## src/rtl/tlb_inv_ctrl_if.sv

```systemverilog
// Request handshake and TLB read/write port bundle for the INVTLB sequencer.
// The slave modport is the controller; the master modport is the pipeline/TLB side.
interface tlb_inv_ctrl_if #(
  parameter int unsigned IDX_W   = 4,
  parameter int unsigned ENTRY_W = 89
);
  logic               req_valid;
  logic               req_ready;
  logic [4:0]         req_op;
  logic [9:0]         req_asid;
  logic [18:0]        req_vppn;
  logic               busy;
  logic               done;
  logic               op_err;
  logic [IDX_W-1:0]   r_index;
  logic [ENTRY_W-1:0] rd_entry;
  logic               we;
  logic [IDX_W-1:0]   w_index;
  logic [ENTRY_W-1:0] wr_entry;

  modport slave (
    input  req_valid, req_op, req_asid, req_vppn, rd_entry,
    output req_ready, busy, done, op_err, r_index, we, w_index, wr_entry
  );

  modport master (
    output req_valid, req_op, req_asid, req_vppn, rd_entry,
    input  req_ready, busy, done, op_err, r_index, we, w_index, wr_entry
  );
endinterface

```

## src/rtl/tlb_inv_ctrl.sv

```systemverilog
// INVTLB sequencer: walks every TLB entry via read/write ports and clears e on matches.
// Each entry takes one READ cycle (register entry + match) and one WRITE cycle.
module tlb_inv_ctrl #(
  parameter int unsigned TLBNUM  = 16,
  parameter int unsigned IDX_W   = 4,
  parameter int unsigned ENTRY_W = 89
) (
  input logic            clk,
  input logic            resetn,
  tlb_inv_ctrl_if.slave  bus
);

  // Packed entry field positions, MSB first: e, vppn, ps, asid, g, then page pairs.
  localparam int unsigned EBit    = ENTRY_W - 1;
  localparam int unsigned VppnLo  = ENTRY_W - 20;
  localparam int unsigned PsLo    = VppnLo - 6;
  localparam int unsigned AsidLo  = PsLo - 10;
  localparam int unsigned GBit    = AsidLo - 1;
  localparam logic [IDX_W-1:0] LastIdx = IDX_W'(TLBNUM - 1);

  typedef enum logic [2:0] {StIdle, StRead, StWrite, StDone, StErr} state_e;

  state_e             state_q, state_d;
  logic [IDX_W-1:0]   idx_q, idx_d;
  logic [4:0]         op_q, op_d;
  logic [9:0]         asid_q, asid_d;
  logic [18:0]        vppn_q, vppn_d;
  logic [ENTRY_W-1:0] ent_q, ent_d;
  logic               hit_q, hit_d;

  logic [18:0] e_vppn;
  logic [5:0]  e_ps;
  logic [9:0]  e_asid;
  logic        e_g;
  logic        asid_eq;
  logic        va_eq;
  logic        match;

  always_comb begin
    e_vppn  = bus.rd_entry[VppnLo +: 19];
    e_ps    = bus.rd_entry[PsLo +: 6];
    e_asid  = bus.rd_entry[AsidLo +: 10];
    e_g     = bus.rd_entry[GBit];
    asid_eq = (e_asid == asid_q);
    // 2MB pages (ps=21) ignore the low 9 vppn bits.
    va_eq   = (e_ps == 6'd21) ? (e_vppn[18:9] == vppn_q[18:9]) : (e_vppn == vppn_q);
    match   = 1'b0;
    case (op_q)
      5'd0, 5'd1: match = 1'b1;
      5'd2:       match = e_g;
      5'd3:       match = !e_g;
      5'd4:       match = !e_g && asid_eq;
      5'd5:       match = !e_g && asid_eq && va_eq;
      5'd6:       match = (e_g || asid_eq) && va_eq;
      default:    match = 1'b0;
    endcase
  end

  always_ff @(posedge clk or negedge resetn) begin
    if (!resetn) begin
      state_q <= StIdle;
      idx_q   <= '0;
      op_q    <= '0;
      asid_q  <= '0;
      vppn_q  <= '0;
      ent_q   <= '0;
      hit_q   <= 1'b0;
    end else begin
      state_q <= state_d;
      idx_q   <= idx_d;
      op_q    <= op_d;
      asid_q  <= asid_d;
      vppn_q  <= vppn_d;
      ent_q   <= ent_d;
      hit_q   <= hit_d;
    end
  end

  always_comb begin
    state_d       = state_q;
    idx_d         = idx_q;
    op_d          = op_q;
    asid_d        = asid_q;
    vppn_d        = vppn_q;
    ent_d         = ent_q;
    hit_d         = hit_q;
    bus.req_ready = 1'b0;
    bus.busy      = 1'b0;
    bus.done      = 1'b0;
    bus.op_err    = 1'b0;
    bus.we        = 1'b0;
    bus.r_index   = idx_q;
    bus.w_index   = idx_q;
    bus.wr_entry  = {1'b0, ent_q[ENTRY_W-2:0]};

    unique case (state_q)
      StIdle: begin
        bus.req_ready = 1'b1;
        idx_d         = '0;
        if (bus.req_valid) begin
          op_d    = bus.req_op;
          asid_d  = bus.req_asid;
          vppn_d  = bus.req_vppn;
          state_d = (bus.req_op > 5'd6) ? StErr : StRead;
        end
      end
      StRead: begin
        bus.busy = 1'b1;
        ent_d    = bus.rd_entry;
        hit_d    = match;
        state_d  = StWrite;
      end
      StWrite: begin
        bus.busy = 1'b1;
        bus.we   = hit_q && ent_q[EBit];
        if (idx_q == LastIdx) begin
          state_d = StDone;
        end else begin
          idx_d   = idx_q + IDX_W'(1);
          state_d = StRead;
        end
      end
      StDone: begin
        bus.done = 1'b1;
        state_d  = StIdle;
      end
      StErr: begin
        bus.done   = 1'b1;
        bus.op_err = 1'b1;
        state_d    = StIdle;
      end
      default: state_d = StIdle;
    endcase
  end

endmodule

```

## src/flat_wrapper.sv

```systemverilog
// flat-port wrapper written by rule: the top's interface ports become plain ports
module tlb_inv_ctrl_flat 
#(
  parameter int unsigned TLBNUM  = 16,
  parameter int unsigned IDX_W   = 4,
  parameter int unsigned ENTRY_W = 89
)
  (clk, resetn, bus_req_valid, bus_req_op, bus_req_asid, bus_req_vppn, bus_rd_entry, bus_req_ready, bus_busy, bus_done, bus_op_err, bus_r_index, bus_we, bus_w_index, bus_wr_entry);
  tlb_inv_ctrl_if #(.IDX_W(IDX_W), .ENTRY_W(ENTRY_W)) bus_i ();
  input logic clk;
  input logic resetn;
  input wire logic [$bits(bus_i.req_valid)-1:0] bus_req_valid;
  input wire logic [$bits(bus_i.req_op)-1:0] bus_req_op;
  input wire logic [$bits(bus_i.req_asid)-1:0] bus_req_asid;
  input wire logic [$bits(bus_i.req_vppn)-1:0] bus_req_vppn;
  input wire logic [$bits(bus_i.rd_entry)-1:0] bus_rd_entry;
  output wire logic [$bits(bus_i.req_ready)-1:0] bus_req_ready;
  output wire logic [$bits(bus_i.busy)-1:0] bus_busy;
  output wire logic [$bits(bus_i.done)-1:0] bus_done;
  output wire logic [$bits(bus_i.op_err)-1:0] bus_op_err;
  output wire logic [$bits(bus_i.r_index)-1:0] bus_r_index;
  output wire logic [$bits(bus_i.we)-1:0] bus_we;
  output wire logic [$bits(bus_i.w_index)-1:0] bus_w_index;
  output wire logic [$bits(bus_i.wr_entry)-1:0] bus_wr_entry;
  assign bus_i.req_valid = bus_req_valid;
  assign bus_i.req_op = bus_req_op;
  assign bus_i.req_asid = bus_req_asid;
  assign bus_i.req_vppn = bus_req_vppn;
  assign bus_i.rd_entry = bus_rd_entry;
  assign bus_req_ready = bus_i.req_ready;
  assign bus_busy = bus_i.busy;
  assign bus_done = bus_i.done;
  assign bus_op_err = bus_i.op_err;
  assign bus_r_index = bus_i.r_index;
  assign bus_we = bus_i.we;
  assign bus_w_index = bus_i.w_index;
  assign bus_wr_entry = bus_i.wr_entry;
  tlb_inv_ctrl #(.TLBNUM(TLBNUM), .IDX_W(IDX_W), .ENTRY_W(ENTRY_W)) u_core (.clk(clk), .resetn(resetn), .bus(bus_i));
endmodule
```

## config.mk

```make
export PLATFORM = sky130hd
export DESIGN_NAME = tlb_inv_ctrl_flat
export DESIGN_NICKNAME = d
export VERILOG_FILES = /design/src/rtl/tlb_inv_ctrl_if.sv /design/src/rtl/tlb_inv_ctrl.sv /design/src/flat_wrapper.sv
export SDC_FILE = /design/constraint.sdc
export NUM_CORES = 1
export LEC_CHECK = 0
export BUFFER_PORTS_ARGS = -buffer_cell sky130_fd_sc_hd__buf_2
export CORE_MARGIN = 8
export CORE_UTILIZATION = 50
export DETAILED_ROUTE_END_ITERATION = 6
export GPL_TIMING_DRIVEN = 0
export PLACE_DENSITY = 0.81
export RECOVER_POWER = 25
export SLEW_MARGIN = 20
export SYNTH_ARGS = -nofsm -noshare
export SYNTH_HDL_FRONTEND = slang
export SYNTH_SLANG_ARGS = --single-unit
```

## constraint.sdc

```tcl
create_clock -name clk -period 2.1 [get_ports clk]
set_input_delay 0.315 -clock clk [delete_from_list [all_inputs] [get_ports clk]]
set_output_delay 0.315 -clock clk [all_outputs]
set_load 0.005 [all_outputs]
```

==> flow_summary.toml <==
[run_status]
outcome = "finished clean"

[die]
die_w_um = 127
io_pins = 228
num_rows = 40
die_h_um = 127
design.core.area_um2 = 12000
start_util_pct = 51.3
die-area_um2 = 16100

[sta]
post-route-min-period_ns = 1.83
worstMarginPinSlew_ns = 0.922
skew_ns = 0.00522
relSlewSlack_pct = 38.5
hold_viol = 0
fin_crit_sh_pct = 87.1
drv_slew = 0
setup_viol = 0
clock.fmax_mhz = 547
rsz0062_at_grt = "false"

[finish]
drive_gt1_share_pct = 68.5
fin_nets = 825
diodes = 0
final_cells = 856
fin_area_um2 = 8060
synthToLayoutAreaGrowth_pct = 30.7
final_util_pct = 67.1
filler_cell_count = 929

[placement]
io_buffer_count = 226
dp_hpwl_mm = 11.8
gp_congestion = 0.811
place_inst = 825
place_area_um2 = 7510

[pwr]
intPower_uw = 8270
ir_drop_v = 0.000741
total_leakage_power_uw = 0.00401
pwr-share-seq_pct = 38.2
pwr-share-comb_pct = 37.6
power_frac_clock_pct = 24.2
p_per_area_nw_per_um2 = 1410
power_switching_uw = 3100
swShare_pct = 27.3

[min_path]
hold_class = "input pin to register"
worstHoldPathCells = 2

[yosys]
yosysMostFrequentCell = "dfrtp_1"
yosysTopAreaCellShare_pct = 53.2
synth_top_area_cell = "dfrtp_1"
ys_types = 35
synthCells = 451
synth-edff-count = 0
ys_seq_area_share_pct = 53.2
syn_nets = 578
ys_seq_elements = 131
async_flop_share_pct = 100
synth-warning-count = 0
avgSynthCellArea_um2 = 13.7
synth.area.top_cells = "dfrtp_1 (53%), mux2_2 (22%), buf_4 (11%)"
synthTopCellsByCount = "dfrtp_1 (131), mux2_2 (121), buf_4 (94), xor2_1 (29), buf_6 (13)"
syn_area_um2 = 6170
synth_ff_type = "dfrtp_1"

[critical_path]
critPathMaxFanout = 8
worst_r2r_path_depth = 4
required_ns = 1.78
arrival_ns = 1.51
path_class = "register to primary output"
startpoint_type = "register"
end_kind = "primary output"

[global_routing]
grtUsageTotal_pct = 18.7
grt_pass1_wl_mm = 23.6
grt_start_max_net_pins = 67
grt_pass1_vias = 4644
antenna_found_initial = 1
overflow = 0

[clock_network]
cts_buffer_depth = 2
h-tree-depth = 4
numCtsBuffers = 17
cts_tree = "yes"
clk_pin_slew_ns = 0.05
clk_latency_ns = 0.41
cts_root_buf = "clkbuf_16"
clock-sinks = 131

[detailed_routing]
vias = 4114
ant_nets = 0
wire_per_inst_um = 17.4
viasPerCell = 4.81
drtPass1Iterations = 4
drt_iter0_markers = 180
drc = 0
routed_wirelength_mm = 14.9

[run]
max_cap_viol_count = 0
==> worst max-delay path, cell delays in order (launching register included) <==
cell,delay (ns)
dfrtp_1,0.48
nor2_1,0.25
and4_1,0.25
buf_2,0.12
==> what timing repair did <==
action	in CTS	in global routing
setup buffers	0	0
hold buffers	1	0
resized for setup	0	0
endpoints found under the hold margin	65	0
==> routing by layer <==
layer | GRT usage, % | part of all wire (%)
met5 | 0 | 0.081
met1 | 19.8 | 39
met4 | 7.49 | 1.9
met2 | 32.3 | 50
met3 | 7.65 | 9.2
==> registers in the layout, summed over array words and instances, names as in the netlist <==
register and cells:
u_core.bus.r_index 4, u_core.hit_q 1, u_core.asid_q 10, u_core.op_q 5, u_core.vppn_q 19, u_core.ent_q 89, u_core.state_q 3
==> power by group through the flow <==
stage               combinational (uW)  clock, uW  sequential [uW]
floorplan                         2920          0             4170
global placement                  4210          0             4280
detailed placement                4350          0             4390
CTS                               4370       2820             4350
global route                      4640       2900             4490
finish                            4270       2750             4340
==> logic make-up after synthesis <==
logic type      Yosys count  share of synthesized area [%]
fa+ha+maj                 1                          0.203
flops                   131                           53.2
compound gates           19                           1.89
buf+inv                 109                           14.0
xor+xnor                 31                           4.40
other cells               1                         0.0608
simple gates             36                           3.73
mux                     123                           22.6
==> worst paths after layout <==
kind,start,end,slack [ns]
setup reg to reg,u_core.state_q[0],u_core.ent_q[49],0.31
max in group asynchronous,resetn,u_core.ent_q[64],0.42
hold / removal,bus_rd_entry[0],u_core.ent_q[0],0.13
min in group asynchronous,resetn,u_core.ent_q[32],0.59
setup / recovery,u_core.state_q[2],bus_we,0.27
hold reg to reg,u_core.ent_q[12],u_core.ent_q[12],0.51
==> cell type report <==
type / instances / area [um2] / share of cell area, %
repair buffers: 228 / 1150 / 14.3
inverters: 1 / 3.75 / 0.0466
well taps: 147 / 184 / 2.28
clock inverters: 5 / 50.0 / 0.621
plain buffers: 108 / 857 / 10.6
multi-input cells: 211 / 2030 / 25.2
clock buffers: 25 / 505 / 6.27
flip-flops and latches: 131 / 3280 / 40.7
==> cell usage in the layout (no fill, tap or decap), types with 7 or more instances in the layout <==
cell type  synthesis  final
dfrtp_1          131    131
xor2_1            29     29
buf_2              1    224
clkbuf_16          0     17
buf_4             94     94
a21oi_1            7      7
mux2_2           121    121
buf_6             13     14
==> stage by stage <==
step / TNS (ns) / total power (uW) / setup WS (ns) / hold slack, ns
2_1_floorplan: 0 / 7090 / 0.515 / 0.0194
4_1_cts: 0 / 11500 / 0.264 / 0.114
3_3_place_gp: -116.99 / 8500 / -0.901 / 0.490
6_report: 0 / 11400 / 0.271 / 0.134
3_5_place_dp: 0 / 8740 / 0.320 / 0.347
5_1_grt: 0 / 12000 / 0.122 / 0.123
Power figures use the tool's default switching activity.
